File: src/rtl/rom_port_arbiter.sv
// Round-robin arbiter sharing one synchronous ROM read port among NUM_REQ fetch units,
// with burst lock and a ROM_LAT-deep tag pipeline; define ROM_ARB_BG_PRIORITY_EN for bg priority.
module rom_port_arbiter #(
    parameter int NUM_REQ = 4,
    parameter int ADDR_W  = 19,
    parameter int DATA_W  = 8,
    parameter int ROM_LAT = 1
) (
    input  logic                      Clk,
    input  logic                      Reset,
    input  logic [NUM_REQ-1:0]        req,
    input  logic [NUM_REQ-1:0]        lock,
    input  logic [NUM_REQ*ADDR_W-1:0] addr,
    output logic [NUM_REQ-1:0]        gnt,
    output logic [NUM_REQ-1:0]        rvalid,
    output logic [DATA_W-1:0]         rdata,
    output logic [ADDR_W-1:0]         rom_addr,
    input  logic [DATA_W-1:0]         rom_data
);

    localparam int ID_W = (NUM_REQ > 1) ? $clog2(NUM_REQ) : 1;

`ifdef ROM_ARB_BG_PRIORITY_EN
    localparam bit BG_PRI = 1'b1;
`else
    localparam bit BG_PRI = 1'b0;
`endif

    typedef enum logic {IDLE, OWNED} state_t;

    state_t              state_reg, state_next;
    logic [ID_W-1:0]     owner_reg, owner_next;
    logic [ID_W-1:0]     ptr_reg, ptr_next;
    logic [ADDR_W-1:0]   last_addr_reg;
    logic                grant_any;
    logic [ID_W-1:0]     grant_id;
    logic                grant_live;
    logic                rr_found;
    logic [ID_W-1:0]     rr_id;
    logic [ID_W-1:0]     rr_cand;
    logic [ADDR_W-1:0]   addr_arr [NUM_REQ];
    logic                tag_valid_reg [ROM_LAT];
    logic [ID_W-1:0]     tag_id_reg [ROM_LAT];

    function automatic logic [ID_W-1:0] wrap_inc(input logic [ID_W-1:0] v);
        return (int'(v) == NUM_REQ - 1) ? '0 : v + 1'b1;
    endfunction

    genvar gi;
    generate
        for (gi = 0; gi < NUM_REQ; gi++) begin : g_port
            assign addr_arr[gi] = addr[gi*ADDR_W +: ADDR_W];
            assign gnt[gi]      = grant_live && (grant_id == ID_W'(gi));
            assign rvalid[gi]   = tag_valid_reg[ROM_LAT-1] && (tag_id_reg[ROM_LAT-1] == ID_W'(gi));
        end
    endgenerate

    // Search starts at ptr and wraps at NUM_REQ, which need not be a power of two.
    always_comb begin
        rr_found = 1'b0;
        rr_id    = '0;
        rr_cand  = ptr_reg;
        for (int k = 0; k < NUM_REQ; k++) begin
            if (!rr_found && req[rr_cand]) begin
                rr_found = 1'b1;
                rr_id    = rr_cand;
            end
            rr_cand = wrap_inc(rr_cand);
        end
    end

    always_comb begin
        state_next = state_reg;
        owner_next = owner_reg;
        ptr_next   = ptr_reg;
        grant_any  = 1'b0;
        grant_id   = '0;
        // Background preempts anyone but itself; a preempted owner keeps its burst.
        if (BG_PRI && req[0] && !(state_reg == OWNED && owner_reg == '0)) begin
            grant_any = 1'b1;
            grant_id  = '0;
            if (state_reg == IDLE && lock[0]) begin
                state_next = OWNED;
                owner_next = '0;
            end
        end else begin
            case (state_reg)
                IDLE: begin
                    if (rr_found) begin
                        grant_any = 1'b1;
                        grant_id  = rr_id;
                        ptr_next  = wrap_inc(rr_id);
                        if (lock[rr_id]) begin
                            state_next = OWNED;
                            owner_next = rr_id;
                        end
                    end
                end
                OWNED: begin
                    if (req[owner_reg]) begin
                        grant_any = 1'b1;
                        grant_id  = owner_reg;
                        if (!lock[owner_reg]) begin
                            state_next = IDLE;
                        end
                    end else begin
                        state_next = IDLE;
                    end
                end
                default: state_next = IDLE;
            endcase
        end
    end

    // Grants are masked while reset is held, even though req may already be active.
    assign grant_live = grant_any && Reset;
    assign rom_addr   = grant_live ? addr_arr[grant_id] : last_addr_reg;
    assign rdata      = tag_valid_reg[ROM_LAT-1] ? rom_data : '0;

    always_ff @(posedge Clk or negedge Reset) begin
        if (!Reset) begin
            state_reg     <= IDLE;
            owner_reg     <= '0;
            ptr_reg       <= '0;
            last_addr_reg <= '0;
        end else begin
            state_reg <= state_next;
            owner_reg <= owner_next;
            ptr_reg   <= ptr_next;
            if (grant_live) begin
                last_addr_reg <= rom_addr;
            end
        end
    end

    // Tag pipeline is exactly as deep as the ROM, so rvalid lines up with rom_data.
    always_ff @(posedge Clk or negedge Reset) begin
        if (!Reset) begin
            for (int s = 0; s < ROM_LAT; s++) begin
                tag_valid_reg[s] <= 1'b0;
                tag_id_reg[s]    <= '0;
            end
        end else begin
            tag_valid_reg[0] <= grant_live;
            tag_id_reg[0]    <= grant_id;
            for (int s = 1; s < ROM_LAT; s++) begin
                tag_valid_reg[s] <= tag_valid_reg[s-1];
                tag_id_reg[s]    <= tag_id_reg[s-1];
            end
        end
    end

endmodule

File: config.mk
export PLATFORM = sky130hd
export DESIGN_NAME = rom_port_arbiter
export DESIGN_NICKNAME = d
export VERILOG_FILES = /design/src/rtl/rom_port_arbiter.sv
export SDC_FILE = /design/constraint.sdc
export NUM_CORES = 1
export LEC_CHECK = 0
export ABC_CLOCK_PERIOD_IN_PS = 3200
export CAP_MARGIN = 20
export CORE_MARGIN = 4
export CORE_UTILIZATION = 58
export CTS_CLUSTER_SIZE = 20
export DETAILED_ROUTE_END_ITERATION = 10
export DONT_BUFFER_PORTS = 1
export HOLD_SLACK_MARGIN = 0.15
export MAX_ROUTING_LAYER = met4
export PLACE_DENSITY = 0.76
export SETUP_SLACK_MARGIN = 0.5
export SLEW_MARGIN = 20
export SYNTH_ARGS = -nofsm -noshare
export SYNTH_HDL_FRONTEND = slang
export SYNTH_SLANG_ARGS = --single-unit
File: constraint.sdc
create_clock -name Clk -period 3.2 [get_ports Clk]
set_clock_uncertainty 0.2 [all_clocks]
set_input_delay 0.16 -clock Clk [delete_from_list [all_inputs] [get_ports Clk]]
set_output_delay 0.16 -clock Clk [all_outputs]
set_load 0.01 [all_outputs]
==> results of run 1 <==
==> through the flow <==
step           utilization  hold slack, ns
3_5_place_dp         0.678          -0.335
3_3_place_gp         0.678          -0.335
2_1_floorplan            -          -0.336
==> logic make-up after synthesis <==
group,share of synthesized area
flops,0.293
xor+xnor,0.00379
simple gates,0.128
mux,0.199
buf+inv,0.0775
compound gates,0.288
fa+ha+maj,0.0108
==> cells in the mapped netlist, drive strengths merged, types with 7 or more instances <==
cell type / count
clkbuf: 13
a22oi: 12
nand2: 10
and2: 9
inv: 10
buf: 11
nor2: 10
mux2: 22
mux2i: 16
o21ai: 31
a21oi: 7
dfrtp: 27
a22o: 7
a221o: 14
==> impl_metrics.env, run 1 <==
export IMPL_cts_root_buf="clkbuf_8"
export IMPL_failed_stage="clock tree synthesis"
export IMPL_io_buffers=0
export IMPL_io_pins=129
export IMPL_cts_buffers=3
export IMPL_syn_inst=247
export IMPL_start_util=0.617
export IMPL_dp_cells=294
export IMPL_ys_types=47
export IMPL_synthArstFlopShare=1.00
export IMPL_synth_area_leaders="dfrtp_1 29%, mux2i_1 6.9%, o21ai_0 6.5%, a221o_1 6.1%, mux2_1 5.9%"
export IMPL_error_line="[ERROR DPL-0038] Utilization greater than 100%, impossible to legalize"
export IMPL_cts_sinks=27
export IMPL_cts_hold_buf=84
export IMPL_cts_setup_buffers=15
export IMPL_dieHeight_um=71.1
export IMPL_yosys_area_top_type_share=0.293
export IMPL_cts_buffer_depth=2
export IMPL_dominantRegCellSynth="dfrtp_1"
export IMPL_synth_seq_cells=27
export IMPL_post_dp_hpwl_um=4960
export IMPL_yosysSeqAreaShare=0.293
export IMPL_syn_avg_cell_area_um2=9.35
export IMPL_run_status="stopped before the end"
export IMPL_gp_congestion=0.825
export IMPL_synth_edf_count=0
export IMPL_cts_repair_resized=57
export IMPL_yosys_warnings=0
export IMPL_fp_dieW_um=71.1
export IMPL_netlist_area_um2=2310
export IMPL_placed_area_um2=2540
export IMPL_synth_nets=343
export IMPL_rows=22
export IMPL_dp_slack_ns=-0.0757
export IMPL_yosysTopAreaCell="dfrtp_1"
export IMPL_cts_max_level=1
==> inputs of run 2 (changes only) <==
- ABC_CLOCK_PERIOD_IN_PS: 3200 -> 4160
- CORE_UTILIZATION: 58 -> 40
- CTS_CLUSTER_SIZE: 20 -> unset
- HOLD_SLACK_MARGIN: 0.15 -> unset
- MAX_ROUTING_LAYER: met4 -> unset
- PLACE_DENSITY: 0.76 -> unset
- PLACE_DENSITY_LB_ADDON: unset -> 0.15
- SETUP_SLACK_MARGIN: 0.5 -> unset
- clock period: 3.2 -> 4.16 ns (I/O delays scaled with it)
==> run 2 against run 1 <==
Effect of this change:
- synthesized cell count unchanged
- the run now ends clean
- synthesized area unchanged
==> impl_metrics.env, run 2 <==
export IMPL_die_area_um2=7050
export IMPL_slowest_stage="o41a_2"
export IMPL_maxCapViolations=0
export IMPL_drtIter0Drc=142
export IMPL_dominantRegCellSynth="dfrtp_1"
export IMPL_drt_pass1_iterations=4
export IMPL_routed_wl_um=6190
export IMPL_clkTransAtPathRegs_ns=0.10
export IMPL_switchingPower_uw=1170
export IMPL_largest_register_ffs=19
export IMPL_yosys_cell_count_top_type="o21ai_0"
export IMPL_n_fill_cell=525
export IMPL_startpoint_type="register"
export IMPL_max_vdd_ir_drop_mv=0.512
export IMPL_synth_seq_cells=27
export IMPL_dp_slack_ns=0.494
export IMPL_io_buffers=0
export IMPL_area_growth_syn_to_layout_pct=20.2
export IMPL_slew_violations=0
export IMPL_setup_tns_ns=0
export IMPL_syn_avg_cell_area_um2=9.35
export IMPL_clock_latency_ns=0.27
export IMPL_seqPwrFrac=0.188
export IMPL_layout_setup_ws_ns=0.199
export IMPL_start_util=0.417
export IMPL_worstPathMaxFanout=29
export IMPL_internal_power_uw=1330
export IMPL_grt_max_degree=30
export IMPL_cts_sinks=27
export IMPL_regArea_um2=676
export IMPL_grt_util_all_layers=0.173
export IMPL_yosys_area_top_type_share=0.293
export IMPL_end_kind="register"
export IMPL_coreArea_um2=5540
export IMPL_rsz0062_at_grt="false"
export IMPL_routedWlPerCell_um=18.0
export IMPL_diodes=0
export IMPL_design_final_nets=368
export IMPL_yosysTopAreaCell="dfrtp_1"
export IMPL_p_leak_uw=0.00113
export IMPL_tightest_slew_ns=0.575
export IMPL_cts_tree="done"
export IMPL_max_stage_delay_ns=0.56
export IMPL_syn_inst=247
export IMPL_yosysSeqAreaShare=0.293
export IMPL_final_cell_mix="35 x dlygate4sd3_1, 30 x o21ai_0, 27 x dfrtp_1"
export IMPL_p_comb_frac=0.751
export IMPL_rows=27
export IMPL_p_clk_frac=0.061
export IMPL_ys_types=47
export IMPL_final_common_cell="dlygate4sd3_1"
export IMPL_drive_above_1_share=0.125
export IMPL_synth_edf_count=0
export IMPL_critPathBufInv=2
export IMPL_detail_route_antenna_nets=0
export IMPL_p_sw_frac=0.467
export IMPL_via_per_inst=6.01
export IMPL_post_dp_hpwl_um=4470
export IMPL_multi_input_area_um2=1480
export IMPL_hold_viol_final=0
export IMPL_yosys_warnings=0
export IMPL_fmax_mhz=252
export IMPL_cts_setup_buffers=0
export IMPL_dr_total_vias=2060
export IMPL_grt_ovfl_total=0
export IMPL_slew_headroom=0.615
export IMPL_fp_dieW_um=84.0
export IMPL_dieHeight_um=84.0
export IMPL_cp_required_ns=4.12
export IMPL_synth_area_leaders="dfrtp_1 29%, mux2i_1 6.9%, o21ai_0 6.5%, a221o_1 6.1%, mux2_1 5.9%"
export IMPL_path_class="reg2reg"
export IMPL_cts_buffer_depth=2
export IMPL_grt_pass1_vias=2067
export IMPL_cts_buffers=3
export IMPL_synth_nets=343
export IMPL_setup_viol=0
export IMPL_io_pins=129
export IMPL_antenna_found_initial=0
export IMPL_final_period_utilization=0.952
export IMPL_cts_max_level=1
export IMPL_fin_crit_ns=3.96
export IMPL_gp_congestion=0.837
export IMPL_hold_class="in2reg"
export IMPL_synthArstFlopShare=1.00
export IMPL_worstPathArrival_ns=3.92
export IMPL_run_status="complete, no violations"
export IMPL_cts_root_buf="clkbuf_8"
export IMPL_grt_pass1_wl_um=10200
export IMPL_cp_cell_sequence="ha_1 > and4b_1 > a311o_1 > a311oi_2 > nor4_2 > o41a_2 > buf_12 > mux2_2 > a221o_1 > dlygate4sd3_1"
export IMPL_power_density_nw_per_um2=901
export IMPL_cp_top_family="compound AO/OA/AOI/OAI gates"
export IMPL_synth_common_cells="30 x o21ai_0, 27 x dfrtp_1, 16 x mux2i_1, 14 x a221o_1, 13 x clkbuf_1"
export IMPL_drc=0
export IMPL_netlist_area_um2=2310
-- run 2: cell counts after synthesis --
No cell type changed its count.
-- run 2: routing by layer --
layer	global-route usage	part of all wire	vias up
met4	0.0351	0.0076	0
met5	0	0	-
met2	0.299	0.51	90
met1	0.222	0.42	974
li1	-	-	990
met3	0.0355	0.064	6
-- run 2: timing repair --
action	in CTS	in global routing
hold buffers	35	1
hold endpoints to repair	46	1
gates resized for setup	0	3
endpoints found under the setup margin	0	21
-- run 2: power by group through the flow --
| stage | registers [uW] | clock network [uW] | logic [uW] |
|---|---|---|---|
| 2_1_floorplan | 443 | 0 | 1510 |
| 3_3_place_gp | 473 | 0 | 1720 |
| 3_5_place_dp | 476 | 0 | 1710 |
| 4_1_cts | 472 | 158 | 1840 |
| 5_1_grt | 490 | 172 | 2060 |
| 6_report | 471 | 153 | 1880 |
-- run 2: worst register-to-register path, delay by kind of cell (launching register included) --
family | cells | cell delay (ns)
buffers and inverters | 2 | 0.77
AOI/OAI and AO/OA | 4 | 1.56
muxes | 1 | 0.32
DFF | 1 | 0.39
and+or+nand+nor | 2 | 0.30
adders and majority gates | 1 | 0.33
-- run 2: cell families after synthesis --
kind of cell | share of synthesized area
AOI/OAI and AO/OA | 0.288
xor gates and xnor gates | 0.00379
adders and majority gates | 0.0108
buffers and inverters | 0.0775
DFF | 0.293
muxes | 0.199
and+or+nand+nor | 0.128
-- run 2: final cells by class --
class / count / share of cell area
flip-flops and latches: 27 / 0.244
repair buffers: 44 / 0.160
inverters: 10 / 0.0135
clock inverters: 1 / 0.00271
multi-input cells: 186 / 0.533
well taps: 72 / 0.0325
clock buffers: 3 / 0.0149
-- run 2: worst paths after layout --
| path | from | end | slack (ns) | depth (start not counted) |
|---|---|---|---|---|
| worst max-delay path | ptr_reg[0]$_DFFE_PN0P_ | last_addr_reg[3]$_DFFE_PN0P_ | 0.20 | 10 |
| worst min-delay path | addr[19] | last_addr_reg[0]$_DFFE_PN0P_ | 0.005 | 2 |
| worst max register to register | ptr_reg[0]$_DFFE_PN0P_ | last_addr_reg[3]$_DFFE_PN0P_ | 0.20 | 10 |
| worst min register to register | last_addr_reg[15]$_DFFE_PN0P_ | last_addr_reg[15]$_DFFE_PN0P_ | 0.32 | 2 |
| max in group asynchronous | Reset | owner_reg[1]$_DFFE_PN0P_ | 3.45 | 2 |
| min in group asynchronous | Reset | last_addr_reg[5]$_DFFE_PN0P_ | 0.15 | 2 |
-- run 2: through the flow --
step / instance area [um2] / instances / hold WS (ns) / util / total power, uW
after floorplan: 2310 / 247 / -0.288 / - / 1950
after global placement: 2330 / 303 / -0.287 / 0.421 / 2190
after detailed placement: 2330 / 303 / -0.287 / 0.421 / 2180
after CTS: 2740 / 342 / 0.000730 / 0.495 / 2480
after global routing: 2770 / 343 / 0.0130 / 0.501 / 2720
final: 2770 / 343 / 0.00486 / 0.501 / 2500
Power figures use the tool's default switching activity.
==> inputs of run 3 (changes only) <==
- CORE_MARGIN: 4 -> unset
==> run 3 against run 2 <==
Effect of this change:
- maximum frequency barely moved
- total power increased by 2.5%
- die area fell by 14%
- critical endpoint is now last_addr_reg[17]$_DFFE_PN0P_
==> impl_metrics.env, run 3 (synthesis gave the netlist of run 2 again) <==
export IMPL_fmax_mhz=253
export IMPL_dr_total_vias=2071
export IMPL_cp_required_ns=4.12
export IMPL_hold_viol_final=0
export IMPL_gp_congestion=0.808
export IMPL_routedWlPerCell_um=16.9
export IMPL_cts_sinks=27
export IMPL_p_leak_uw=0.00114
export IMPL_cp_top_family="compound AO/OA/AOI/OAI gates"
export IMPL_area_growth_syn_to_layout_pct=20.8
export IMPL_worstPathMaxFanout=12
export IMPL_post_dp_hpwl_um=3980
export IMPL_cts_max_level=1
export IMPL_io_pins=129
export IMPL_final_common_cell="dlygate4sd3_1"
export IMPL_slowest_stage="dlygate4sd3_1"
export IMPL_grt_util_all_layers=0.190
export IMPL_placed_area_um2=2340
export IMPL_setup_viol=0
export IMPL_hold_class="in2reg"
export IMPL_drtIter0Drc=110
export IMPL_end_kind="register"
export IMPL_coreArea_um2=5540
export IMPL_fin_crit_ns=3.96
export IMPL_path_class="reg2reg"
export IMPL_maxCapViolations=0
export IMPL_power_density_nw_per_um2=919
export IMPL_max_vdd_ir_drop_mv=0.394
export IMPL_cts_buffers=3
export IMPL_drive_above_1_share=0.139
export IMPL_cp_cell_sequence="ha_1 > buf_4 > xnor2_2 > a31oi_1 > o22ai_1 > a32o_1 > o41a_2 > and3_1 > a22o_1 > a221o_1 > dlygate4sd3_1"
export IMPL_final_period_utilization=0.952
export IMPL_detail_route_antenna_nets=0
export IMPL_drc=0
export IMPL_diodes=0
export IMPL_routed_wl_um=5820
export IMPL_grt_pass1_wl_um=9340
export IMPL_cts_tree="done"
export IMPL_grt_max_degree=28
export IMPL_slew_violations=0
export IMPL_clock_latency_ns=0.27
export IMPL_io_buffers=0
export IMPL_cts_root_buf="clkbuf_8"
export IMPL_start_util=0.417
export IMPL_critPathBufInv=2
export IMPL_via_per_inst=6.00
export IMPL_max_stage_delay_ns=0.55
export IMPL_setup_tns_ns=0
export IMPL_tightest_slew_ns=0.547
export IMPL_design_final_nets=370
export IMPL_cts_setup_buffers=0
export IMPL_drt_pass1_iterations=4
export IMPL_grt_pass1_vias=1980
export IMPL_worstPathArrival_ns=3.92
export IMPL_clkTransAtPathRegs_ns=0.09
export IMPL_largest_register_ffs=19
export IMPL_die_area_um2=6080
export IMPL_fp_dieW_um=78.0
export IMPL_utilization=0.503
export IMPL_final_cell_mix="34 x dlygate4sd3_1, 27 x dfrtp_1, 19 x o21ai_0"
export IMPL_finalInstanceArea_um2=2790
export IMPL_run_status="complete, no violations"
export IMPL_rsz0062_at_grt="false"
export IMPL_dieHeight_um=78.0
export IMPL_grt_ovfl_total=0
export IMPL_rows=27
export IMPL_cts_buffer_depth=2
export IMPL_slew_headroom=0.635
export IMPL_startpoint_type="register"
export IMPL_antenna_found_initial=0
run 3: path summary, 6_finish.rpt:
kind	start	to	slack, ns	depth (start not counted)
worst max register to register	ptr_reg[0]$_DFFE_PN0P_	last_addr_reg[17]$_DFFE_PN0P_	0.20	11
min in group asynchronous	Reset	last_addr_reg[9]$_DFFE_PN0P_	0.17	2
max in group asynchronous	Reset	last_addr_reg[10]$_DFFE_PN0P_	3.43	2
worst min-delay path	addr[30]	last_addr_reg[11]$_DFFE_PN0P_	0.004	2
worst max-delay path	ptr_reg[0]$_DFFE_PN0P_	last_addr_reg[17]$_DFFE_PN0P_	0.20	11
worst min register to register	last_addr_reg[16]$_DFFE_PN0P_	last_addr_reg[16]$_DFFE_PN0P_	0.32	2
run 3: report_power, final:
group	internal [uW]	switching (uW)
Combinational	899	1040
Sequential	399	75.3
Clock	68.6	79.6
Total	1370	1200
run 3: final cells by class:
| type | instances | area, um2 |
|---|---|---|
| Fill cell | 539 | 2750 |
| Multi-Input combinational cell | 188 | 1500 |
| Sequential cell | 27 | 676 |
| Timing Repair Buffer | 44 | 440 |
| Tap cell | 72 | 90.1 |
| Clock buffer | 4 | 45.0 |
| Inverter | 10 | 37.5 |
run 3: stage by stage:
stage	setup slack, ns	total power, uW	cells	hold slack [ns]
after CTS	0.0994	2490	343	0.00126
after global routing	0.0198	2800	345	0.00857
after floorplan	0.808	1950	247	-0.288
final	0.201	2560	345	0.00365
after global placement	0.475	2180	304	-0.287
after detailed placement	0.454	2190	304	-0.287
run 3: what timing repair did:
| action | in CTS | in global routing |
|---|---|---|
| endpoints found under the setup margin | 0 | 23 |
| hold endpoints to repair | 45 | 0 |
| resized for setup | 0 | 15 |
| hold buffers | 35 | 0 |
run 3: metal layers:
metal | routed length (um) | share of wire | vias up | track usage
met2 | 2860 | 0.49 | 87 | 0.331
li1 | - | - | 1000 | -
met3 | 320 | 0.055 | 6 | 0.0376
met1 | 2560 | 0.44 | 978 | 0.237
met4 | 74 | 0.013 | 0 | 0.0519
met5 | 0 | 0 | - | 0
